==> src/rtl/gabor_pkg.sv <==
// Shared constants for the 3x3 Gabor MAC: tap count, FP32 field layout and FSM encoding.
// Combinational helpers only; no latency and no flow control.
package gabor_pkg;

  localparam int NUM_TAPS  = 9;
  localparam int TAP_IDX_W = 4;

  localparam int FP32_W        = 32;
  localparam int FP32_SIGN_BIT = 31;
  localparam int FP32_EXP_MSB  = 30;
  localparam int FP32_EXP_LSB  = 23;
  localparam int FP32_MAN_W    = 23;
  localparam int FP32_BIAS     = 127;
  localparam int FP32_EXP_MAX  = 255;

  typedef enum logic [1:0] {
    ST_IDLE  = 2'd0,
    ST_RUN   = 2'd1,
    ST_DRAIN = 2'd2
  } mac_state_e;

  function automatic logic [TAP_IDX_W-1:0] last_tap();
    return TAP_IDX_W'(NUM_TAPS - 1);
  endfunction

endpackage

==> src/rtl/fp32_to_fixed.sv <==
// IEEE-754 single to signed fixed point, round toward zero, symmetric saturation.
// Purely combinational; denormals flush to zero, NaN/Inf saturate by sign.
module fp32_to_fixed
  import gabor_pkg::*;
#(
  parameter int FRAC_BITS = 24,
  parameter int COEF_W    = 32
) (
  input  logic [FP32_W-1:0]        val,
  output logic signed [COEF_W-1:0] coef,
  output logic                     sat
);

  localparam int MANT_W = FP32_MAN_W + 1;
  localparam int WIDE_W = COEF_W + MANT_W;
  localparam logic [COEF_W-1:0] MAG_MAX = {1'b0, {(COEF_W-1){1'b1}}};

  logic                    sign_bit;
  logic [7:0]              exp_f;
  logic [MANT_W-1:0]       mant;
  logic signed [10:0]      sh;
  logic [10:0]             nsh;
  logic [WIDE_W-1:0]       wide;
  logic [COEF_W-1:0]       mag;

  always_comb begin
    sign_bit = val[FP32_SIGN_BIT];
    exp_f    = val[FP32_EXP_MSB:FP32_EXP_LSB];
    mant     = {1'b1, val[FP32_MAN_W-1:0]};
    sh       = $signed({3'b000, exp_f}) - $signed(11'(FP32_BIAS + FP32_MAN_W))
               + $signed(11'(FRAC_BITS));
    nsh      = 11'(-sh);
    wide     = '0;
    mag      = '0;
    sat      = 1'b0;

    if (exp_f == 8'd0) begin
      mag = '0;
    end else if (exp_f == 8'(FP32_EXP_MAX)) begin
      mag = MAG_MAX;
      sat = 1'b1;
    end else if (!sh[10]) begin
      // Any left shift of COEF_W or more cannot fit; otherwise check the widened value.
      if (sh[9:0] >= 10'(COEF_W)) begin
        mag = MAG_MAX;
        sat = 1'b1;
      end else begin
        wide = WIDE_W'(mant) << sh[5:0];
        if (wide > WIDE_W'(MAG_MAX)) begin
          mag = MAG_MAX;
          sat = 1'b1;
        end else begin
          mag = wide[COEF_W-1:0];
        end
      end
    end else begin
      if (nsh >= 11'(MANT_W)) begin
        mag = '0;
      end else begin
        mag = COEF_W'(mant >> nsh[4:0]);
      end
    end

    coef = sign_bit ? -$signed(mag) : $signed(mag);
  end

endmodule

==> src/rtl/gabor_conv3x3_mac.sv <==
// Sequencer + MAC for one 3x3 Gabor tap set: walks the kernel ROM, converts, multiplies, accumulates.
// Latency 10 edges from accepted start to done; start is ignored while busy (no other backpressure).
module gabor_conv3x3_mac
  import gabor_pkg::*;
#(
  parameter int FRAC_BITS = 24,
  parameter int COEF_W    = 32,
  parameter int PIX_W     = 8,
  parameter int ACC_W     = 48
) (
  input  logic                       clk,
  input  logic                       rst_n,
  input  logic                       start,
  input  logic [NUM_TAPS*PIX_W-1:0]  pix_window,
  output logic [TAP_IDX_W-1:0]       kernel_addr,
  input  logic [FP32_W-1:0]          kernel_val,
  output logic                       busy,
  output logic                       done,
  output logic signed [ACC_W-1:0]    result,
  output logic                       coef_sat
);

  localparam int PROD_W = COEF_W + PIX_W + 1;

  mac_state_e                  state_q, state_d;
  logic [TAP_IDX_W-1:0]        k_q, k_d;
  logic [NUM_TAPS*PIX_W-1:0]   win_q, win_d;
  logic signed [PROD_W-1:0]    prod_q, prod_d;
  logic signed [ACC_W-1:0]     acc_q, acc_d;
  logic                        sat_q, sat_d;
  logic signed [ACC_W-1:0]     result_q, result_d;
  logic                        coef_sat_q, coef_sat_d;
  logic                        done_q, done_d;

  logic signed [COEF_W-1:0]    coef;
  logic                        conv_sat;
  logic [PIX_W-1:0]            win_pix [NUM_TAPS];
  logic [PIX_W-1:0]            pix_k;
  logic signed [PROD_W-1:0]    tap_prod;
  logic signed [ACC_W-1:0]     acc_plus_prod;

  fp32_to_fixed #(
    .FRAC_BITS (FRAC_BITS),
    .COEF_W    (COEF_W)
  ) u_conv (
    .val  (kernel_val),
    .coef (coef),
    .sat  (conv_sat)
  );

  always_comb begin
    for (int i = 0; i < NUM_TAPS; i++) begin
      win_pix[i] = win_q[PIX_W*i +: PIX_W];
    end
    pix_k         = (k_q < TAP_IDX_W'(NUM_TAPS)) ? win_pix[k_q] : '0;
    tap_prod      = PROD_W'(coef) * PROD_W'($signed({1'b0, pix_k}));
    acc_plus_prod = acc_q + ACC_W'(prod_q);
  end

  always_ff @(posedge clk) begin
    if (!rst_n) begin
      state_q    <= ST_IDLE;
      k_q        <= '0;
      win_q      <= '0;
      prod_q     <= '0;
      acc_q      <= '0;
      sat_q      <= 1'b0;
      result_q   <= '0;
      coef_sat_q <= 1'b0;
      done_q     <= 1'b0;
    end else begin
      state_q    <= state_d;
      k_q        <= k_d;
      win_q      <= win_d;
      prod_q     <= prod_d;
      acc_q      <= acc_d;
      sat_q      <= sat_d;
      result_q   <= result_d;
      coef_sat_q <= coef_sat_d;
      done_q     <= done_d;
    end
  end

  always_comb begin
    state_d = state_q;
    case (state_q)
      ST_IDLE:  if (start) state_d = ST_RUN;
      ST_RUN:   if (k_q == last_tap()) state_d = ST_DRAIN;
      ST_DRAIN: state_d = ST_IDLE;
      default:  state_d = ST_IDLE;
    endcase
  end

  // Two-stage pipe: product of tap k registers one edge after its address, then joins acc.
  always_comb begin
    k_d        = k_q;
    win_d      = win_q;
    prod_d     = prod_q;
    acc_d      = acc_q;
    sat_d      = sat_q;
    result_d   = result_q;
    coef_sat_d = coef_sat_q;
    done_d     = 1'b0;
    case (state_q)
      ST_IDLE: begin
        if (start) begin
          win_d  = pix_window;
          acc_d  = '0;
          prod_d = '0;
          sat_d  = 1'b0;
          k_d    = '0;
        end
      end
      ST_RUN: begin
        prod_d = tap_prod;
        acc_d  = acc_plus_prod;
        sat_d  = sat_q | conv_sat;
        k_d    = (k_q == last_tap()) ? '0 : k_q + 1'b1;
      end
      ST_DRAIN: begin
        result_d   = acc_plus_prod;
        coef_sat_d = sat_q;
        done_d     = 1'b1;
        k_d        = '0;
      end
      default: begin
        k_d = '0;
      end
    endcase
  end

  always_comb begin
    kernel_addr = (state_q == ST_RUN) ? k_q : '0;
    busy        = (state_q != ST_IDLE);
    done        = done_q;
    result      = result_q;
    coef_sat    = coef_sat_q;
  end

  a_addr_range: assert property (@(posedge clk) disable iff (!rst_n)
    kernel_addr < TAP_IDX_W'(NUM_TAPS));
  a_done_idle: assert property (@(posedge clk) disable iff (!rst_n)
    done |-> !busy);

endmodule
==> config.mk <==
export PLATFORM = sky130hd
export DESIGN_NAME = gabor_conv3x3_mac
export DESIGN_NICKNAME = d
export VERILOG_FILES = /design/src/rtl/gabor_pkg.sv /design/src/rtl/fp32_to_fixed.sv /design/src/rtl/gabor_conv3x3_mac.sv
export SDC_FILE = /design/constraint.sdc
export NUM_CORES = 1
export LEC_CHECK = 0
export ABC_AREA = 1
export CORE_ASPECT_RATIO = 2
export CORE_MARGIN = 2
export CORE_UTILIZATION = 35
export CTS_CLUSTER_SIZE = 16
export DETAILED_ROUTE_END_ITERATION = 10
export DONT_BUFFER_PORTS = 1
export PLACE_DENSITY = 0.56
export SKIP_CTS_REPAIR_TIMING = 1
export SYNTH_ARGS = -nofsm -noshare
export SYNTH_HDL_FRONTEND = slang
export SYNTH_HIERARCHICAL = 1
export SYNTH_SLANG_ARGS = --single-unit
==> constraint.sdc <==
create_clock -name clk -period 8.84 [get_ports clk]
set_input_delay 1.326 -clock clk [delete_from_list [all_inputs] [get_ports clk]]
set_output_delay 1.326 -clock clk [all_outputs]
set_load 0.03 [all_outputs]
==> load_flow_metrics.sql, run 1 <==
INSERT INTO impl_metrics (metric_group, metric, value, unit) VALUES
('outcome', 'outcome', 'finished, final reports clean', ''),
('sta', 'finClkSkew', '0.0150', 'ns'),
('placed_design', 'dp_worst_setup_slack', '-0.256', 'ns'),
('power_and_ir_drop', 'ir_drop_worst_case_vdd', '0.000207', 'V'),
('detailed_routing', 'via_count', '26700', ''),
('global_routing', 'grt_first_pass_wirelength', '151000', 'microns'),
('synthesis', 'yosysMostFrequentCell', 'nand2_1', ''),
('cells_and_area', 'final.fill_count', '8482', ''),
('cells_and_area', 'fin_util', '0.393', ''),
('synthesis', 'share_of_the_synthesized_area_in_the_top_cell_type', '0.175', ''),
('sta', 'finalHoldViolations', '0', ''),
('placed_design', 'dpl_cell_area', '28700', 'sq um'),
('cells_and_area', 'finish.net_count', '4879', ''),
('global_routing', 'number_of_antenna_violations_at_the_first_check_in_global_routing', '15', ''),
('detailed_routing', 'post_route_ant_nets', '0', ''),
('synthesis', 'synthSimpleGateAreaFrac', '0.371', ''),
('worst_setup_path', 'path_max_fanout', '42', ''),
('synthesis', 'synth_compound_gate_area_share', '0.0940', ''),
('power_and_ir_drop', 'total_leakage_power', '0.0159', 'uW'),
('cells_and_area', 'synthToLayoutAreaGrowth', '11.2', '%'),
('hold_path', 'hp-start', 'acc_q[2]$_SDFFE_PN0P_', ''),
('global_routing', 'pin_count_of_the_biggest_net_entering_global_routing', '103', ''),
('sta', 'setup_ws', '0.552', 'ns'),
('worst_setup_path', 'slowest_stage', 'fa_1', ''),
('sta', 'relSlewSlack', '0.389', ''),
('synthesis', 'mappedNetlistArea', '26500', 'sq um'),
('detailed_routing', 'drc_violation_count_after_routing', '0', ''),
('clock_tree', 'clock_sinks', '218', ''),
('detailed_routing', 'drt_pass1_iterations', '7', ''),
('sta', 'worst_pin_slew', '0.915', 'ns'),
('worst_setup_path', 'worst_ep_required_time', '9.26', 'ns'),
('die', 'design.core.area', '75000', 'sq um'),
('sta', 'post-route-period-util', '0.938', ''),
('global_routing', 'track_usage', '0.255', ''),
('synthesis', 'synth-xor-area-share', '0.0149', ''),
('cells_and_area', 'final_layout_size_suffix_gt1_frac', '0.0813', ''),
('synthesis', 'synth_edf_count', '0', ''),
('clock_tree', 'skew_pair_late_insertion_delay', '0.57', 'ns'),
('flow_run', 'cap_violations', '0', ''),
('synthesis', 'synth_area_in_adders', '0.216', ''),
('die', 'start_util', '0.354', ''),
('clock_tree', 'clk_transition_reported_paths', '0.06', 'ns'),
('synthesis', 'synth_sequential_area_ratio', '0.165', ''),
('synthesis', 'dominant_combinational_cell_family_by_area_after_synthesis', 'simple AND/OR/NAND/NOR gates', ''),
('clock_tree', 'ctsLongestPathBuffers', '3', ''),
('detailed_routing', 'routed_wire_length_per_instance', '18.2', 'microns'),
('synthesis', 'post_synth.cell_area_avg', '6.09', 'sq um'),
('die', 'design.portCount', '162', ''),
('hold_path', 'timing.hold.worst.class', 'flop to flop', ''),
('global_routing', 'global_route.overflow_total', '0', ''),
('detailed_routing', 'drtIter0Drc', '1057', ''),
('detailed_routing', 'routed_wl', '99300', 'microns'),
('placed_design', 'dp_hpwl', '83900', 'microns'),
('worst_setup_path', 'worstPathArrival', '8.71', 'ns'),
('global_routing', 'first_global_vias', '27300', ''),
('sta', 'timing.final.crit_period', '8.29', 'ns'),
('worst_setup_path', 'cp-startpoint', 'kernel_val[23]', ''),
('detailed_routing', 'avgViaCountPerCell', '4.89', ''),
('worst_setup_path', 'startpoint_type', 'primary input', ''),
('clock_tree', 'tritoncts.num_buffers', '23', ''),
('synthesis', 'ys_types', '53', ''),
('clock_tree', 'cts-htree-levels', '1', ''),
('clock_tree', 'cts_tree', 'built', ''),
('sta', 'fmaxAchievable', '121', 'MHz'),
('worst_setup_path', 'crit_path_max_incr_delay', '0.56', 'ns'),
('synthesis', 'post_synth_main_area_contributors', 'nand2_1 (18%), dfxtp_1 (16%), fa_1 (15%)', ''),
('die', 'rows', '142', ''),
('worst_setup_path', 'critical_path.most_common_cell', 'nand2_1', ''),
('cells_and_area', 'design_area', '29500', 'sq um'),
('worst_setup_path', 'worst-setup-path-type', 'primary input to flop', ''),
('die', 'die_area', '78100', 'sq um');
## sequential cells by signal, summed over array words and instances, names as in the netlist
name / cells
acc_q: 48
coef_sat: 1
done: 1
k_q: 4
prod_q: 41
result: 48
sat_q: 1
state_q: 2
win_q: 72
## critical path, delay by kind of cell
| kind | cells | cell delay (ns) |
|---|---|---|
| AO/OA/AOI/OAI | 2 | 0.26 |
| XOR/XNOR | 1 | 0.19 |
| adder cells (fa/ha/maj) | 7 | 2.79 |
| buffers and inverters | 11 | 1.19 |
| AND/OR/NAND/NOR | 24 | 2.91 |
## per-layer routing
| metal | track usage | up-vias | part of all wire | wire (microns) |
|---|---|---|---|---|
| li1 | - | 13600 | - | - |
| met2 | 0.505 | 526 | 0.55 | 54300 |
| met4 | 0.229 | 16 | 0.11 | 10600 |
| met3 | 0.0294 | 326 | 0.030 | 3000 |
| met1 | 0.217 | 12300 | 0.32 | 31300 |
| met5 | 0 | - | 0.00089 | 88 |
## path summary, 6_finish.rpt
| check | to | slack (ns) | depth (start not counted) |
|---|---|---|---|
| setup / recovery | prod_q[39]$_SDFFE_PN0P_ | 0.55 | 45 |
| hold / removal | acc_q[2]$_SDFFE_PN0P_ | 0.47 | 2 |
| setup reg to reg | prod_q[40]$_SDFFE_PN0P_ | 1.87 | 25 |
| hold reg to reg | acc_q[2]$_SDFFE_PN0P_ | 0.47 | 2 |
## per-stage QoR
| step | power, uW | setup TNS, ns | cells |
|---|---|---|---|
| global route | 11200 | 0 | 5466 |
| finish | 10000 | 0 | 5467 |
| detailed placement | 9090 | -0.583 | 5417 |
| global placement | 9040 | -0.460 | 5417 |
| floorplan | 6020 | 0 | 4354 |
| CTS | 10100 | 0 | 5459 |
## placed cells by master, fill, tap and decap left out, types with 139 or more instances in the layout
| cell type | instances |
|---|---|
| inv_1 | 738 |
| nand2_1 | 1234 |
| o21ai_0 | 204 |
| dfxtp_1 | 218 |
| fa_1 | 199 |
| ha_1 | 139 |
| nand3_1 | 323 |
| nor2_1 | 650 |
| a21oi_1 | 168 |
| buf_4 | 204 |
## logic make-up (layout without fill, tap and decap cells)
kind of cell               Yosys count  in the layout
AOI/OAI and AO/OA                  455            455
xor gates and xnor gates            45             45
adders and majority gates          338            338
buffers and inverters              920           1017
DFF                                218            218
other                                0              8
and+or+nand+nor                   2378           2378
## power by group
| group | leakage, uW | total (uW) | switching, uW | internal [uW] |
|---|---|---|---|---|
| Combinational | 0.0137 | 7880 | 4740 | 3140 |
| Sequential | 0.00178 | 1160 | 83.4 | 1080 |
| Clock | 0.000370 | 1000 | 450 | 554 |
| Total | 0.0159 | 10000 | 5270 | 4770 |
## cell type report
| cell class | count | area [sq um] | area share |
|---|---|---|---|
| well taps | 1008 | 1260 | 0.0428 |
| clock buffers | 32 | 649 | 0.0220 |
| inverters | 762 | 2880 | 0.0975 |
| flip-flops and latches | 218 | 4360 | 0.148 |
| repair buffers | 213 | 1710 | 0.0580 |
| multi-input cells | 3216 | 18500 | 0.627 |
| clock inverters | 10 | 116 | 0.00395 |
| diodes | 8 | 20.0 | 0.000679 |
Note: power is estimated with default switching activity, not from simulation.
==> run 2, diff against run 1 <==
Settings changed: SKIP_LAST_GASP set to 1.
==> results of run 2 <==
Final layout, timing and power as in run 1 (identical DEF).
==> run 3, diff against run 2 <==
Settings changed: CTS_CLUSTER_SIZE 16 to unset.
==> load_flow_metrics.sql, run 3 (synthesized netlist as in run 1, its figures left out) <==
INSERT INTO impl_metrics (metric_group, metric, value, unit) VALUES
('clock_tree', 'skew_pair_late_insertion_delay', '0.57', 'ns'),
('flow_run', 'cap_violations', '0', ''),
('cells_and_area', 'synthToLayoutAreaGrowth', '11.2', '%'),
('clock_tree', 'ctsLongestPathBuffers', '3', ''),
('die', 'design.core.area', '75000', 'sq um'),
('worst_setup_path', 'startpoint_type', 'primary input', ''),
('worst_setup_path', 'path_max_fanout', '42', ''),
('clock_tree', 'clock_sinks', '218', ''),
('sta', 'report.final.slew_viol_count', '0', ''),
('detailed_routing', 'via_count', '26700', ''),
('cells_and_area', 'final_common_cell', 'nand2_1', ''),
('sta', 'finClkSkew', '0.0178', 'ns'),
('placed_design', 'dp_hpwl', '83900', 'microns'),
('hold_path', 'hold-path-cell-count', '2', ''),
('clock_tree', 'cts-htree-levels', '1', ''),
('global_routing', 'first_global_vias', '27300', ''),
('detailed_routing', 'drc_violation_count_after_routing', '0', ''),
('die', 'die_area', '78100', 'sq um'),
('placed_design', 'gp_routability_congestion', '1.03', ''),
('die', 'rows', '142', ''),
('die', 'floorplan.die.width', '199', 'microns'),
('sta', 'relSlewSlack', '0.377', ''),
('worst_setup_path', 'crit_path_max_incr_delay', '0.54', 'ns'),
('sta', 'timing.final.crit_period', '8.30', 'ns'),
('worst_setup_path', 'critical_path.most_common_cell', 'nand2_1', ''),
('cells_and_area', 'largest_register_ff_count', '72', ''),
('sta', 'finalSetupTns', '0', 'ns'),
('cells_and_area', 'largest-register', 'win_q', ''),
('global_routing', 'grt_first_pass_wirelength', '151000', 'microns'),
('placed_design', 'dp_worst_setup_slack', '-0.256', 'ns'),
('detailed_routing', 'drtIter0Drc', '970', ''),
('worst_setup_path', 'crit_path_end_kind', 'flop', ''),
('sta', 'post-route-period-util', '0.939', ''),
('sta', 'hold_slack', '0.470', 'ns'),
('hold_path', 'timing.hold.worst.class', 'flop to flop', ''),
('cells_and_area', 'layout.cells.most_common_list', 'nand2_1 (1236), inv_1 (738), nor2_1 (649), nand3_1 (323), dfxtp_1 (218)', ''),
('sta', 'rsz_0062_raised_after_global_routing', 'true', ''),
('outcome', 'outcome', 'finished, final reports clean', ''),
('worst_setup_path', 'ff2ff_path_depth', '24', ''),
('detailed_routing', 'avgViaCountPerCell', '4.89', ''),
('clock_tree', 'tritoncts.num_buffers', '23', ''),
('global_routing', 'track_usage', '0.256', ''),
('die', 'start_util', '0.354', ''),
('die', 'die_y', '393', 'microns'),
('detailed_routing', 'post_route_ant_nets', '0', ''),
('cells_and_area', 'finish.net_count', '4879', ''),
('cells_and_area', 'fin_util', '0.393', ''),
('placed_design', 'port_buffers', '0', ''),
('sta', 'final-setup-viol-count', '0', ''),
('sta', 'fmaxAchievable', '120', 'MHz'),
('clock_tree', 'root_buffer', 'clkbuf_16', ''),
('global_routing', 'pin_count_of_the_biggest_net_entering_global_routing', '103', ''),
('sta', 'finalHoldViolations', '0', ''),
('worst_setup_path', 'worst-setup-path-type', 'primary input to flop', ''),
('detailed_routing', 'drt_pass1_iterations', '7', ''),
('detailed_routing', 'routed_wl', '99900', 'microns'),
('sta', 'setup_ws', '0.540', 'ns'),
('die', 'design.portCount', '162', ''),
('clock_tree', 'clk_transition_reported_paths', '0.06', 'ns'),
('power_and_ir_drop', 'ir_drop_worst_case_vdd', '0.000205', 'V'),
('worst_setup_path', 'worstPathArrival', '8.71', 'ns'),
('worst_setup_path', 'worst_ep_required_time', '9.26', 'ns'),
('clock_tree', 'cts_tree', 'built', ''),
('worst_setup_path', 'slowest_stage', 'fa_1', ''),
('cells_and_area', 'final_layout_size_suffix_gt1_frac', '0.0813', ''),
('global_routing', 'number_of_antenna_violations_at_the_first_check_in_global_routing', '15', ''),
('global_routing', 'global_route.overflow_total', '0', ''),
('power_and_ir_drop', 'areal_power_density_over_the_cells', '342', 'nW/um^2'),
('power_and_ir_drop', 'total_leakage_power', '0.0159', 'uW'),
('detailed_routing', 'routed_wire_length_per_instance', '18.3', 'microns'),
('sta', 'worst_pin_slew', '0.933', 'ns');
## run 3: changes by cell type in the layout (fill, tap and decap cells not counted), sizes merged
cell	before	now
diode	8	7
inv	765	764
clkinv	4	5
## run 3: power by group
group,internal [uW],switching [uW],total (uW)
logic,3140,4770,7910
registers,1080,82.9,1160
clock network,561,453,1010
total,4780,5310,10100
## run 3: final cells by class
cell class              count  area, sq um
clock buffers              32          659
well taps                1008         1260
repair buffers            213         1710
clock inverters            10          116
fillers                  8478        45500
diodes                      7         17.5
inverters                 762         2880
flip-flops and latches    218         4360
multi-input cells        3216        18500
## run 3: critical path: cells and delay by family
| family | cells | cell delay [ns] |
|---|---|---|
| AO/OA/AOI/OAI | 2 | 0.23 |
| XOR/XNOR | 1 | 0.37 |
| adder cells (fa/ha/maj) | 6 | 2.54 |
| buffers and inverters | 9 | 1.18 |
| AND/OR/NAND/NOR | 21 | 3.03 |
## run 3: worst paths after layout
kind	start	end	slack, ns
setup / recovery	kernel_val[23]	prod_q[39]$_SDFFE_PN0P_	0.54
hold / removal	acc_q[2]$_SDFFE_PN0P_	acc_q[2]$_SDFFE_PN0P_	0.47
setup reg to reg	k_q[0]$_SDFFE_PN0P_	prod_q[40]$_SDFFE_PN0P_	1.88
hold reg to reg	acc_q[2]$_SDFFE_PN0P_	acc_q[2]$_SDFFE_PN0P_	0.47
## run 3: routing by layer
metal / vias up / track usage / part of all wire
li1: 13600 / - / -
met3: 312 / 0.0280 / 0.029
met5: - / 0 / 0.00088
met4: 16 / 0.226 / 0.10
met2: 539 / 0.506 / 0.55
met1: 12300 / 0.222 / 0.32
## run 3: metrics by stage
stage | std cells | instance area [sq um] | total power [uW]
after CTS | 5459 | 29400 | 10100
after detailed placement | 5417 | 28700 | 9090
after global placement | 5417 | 28700 | 9040
after global routing | 5466 | 29500 | 11200
final | 5466 | 29500 | 10100
after floorplan | 4354 | 26500 | 6020
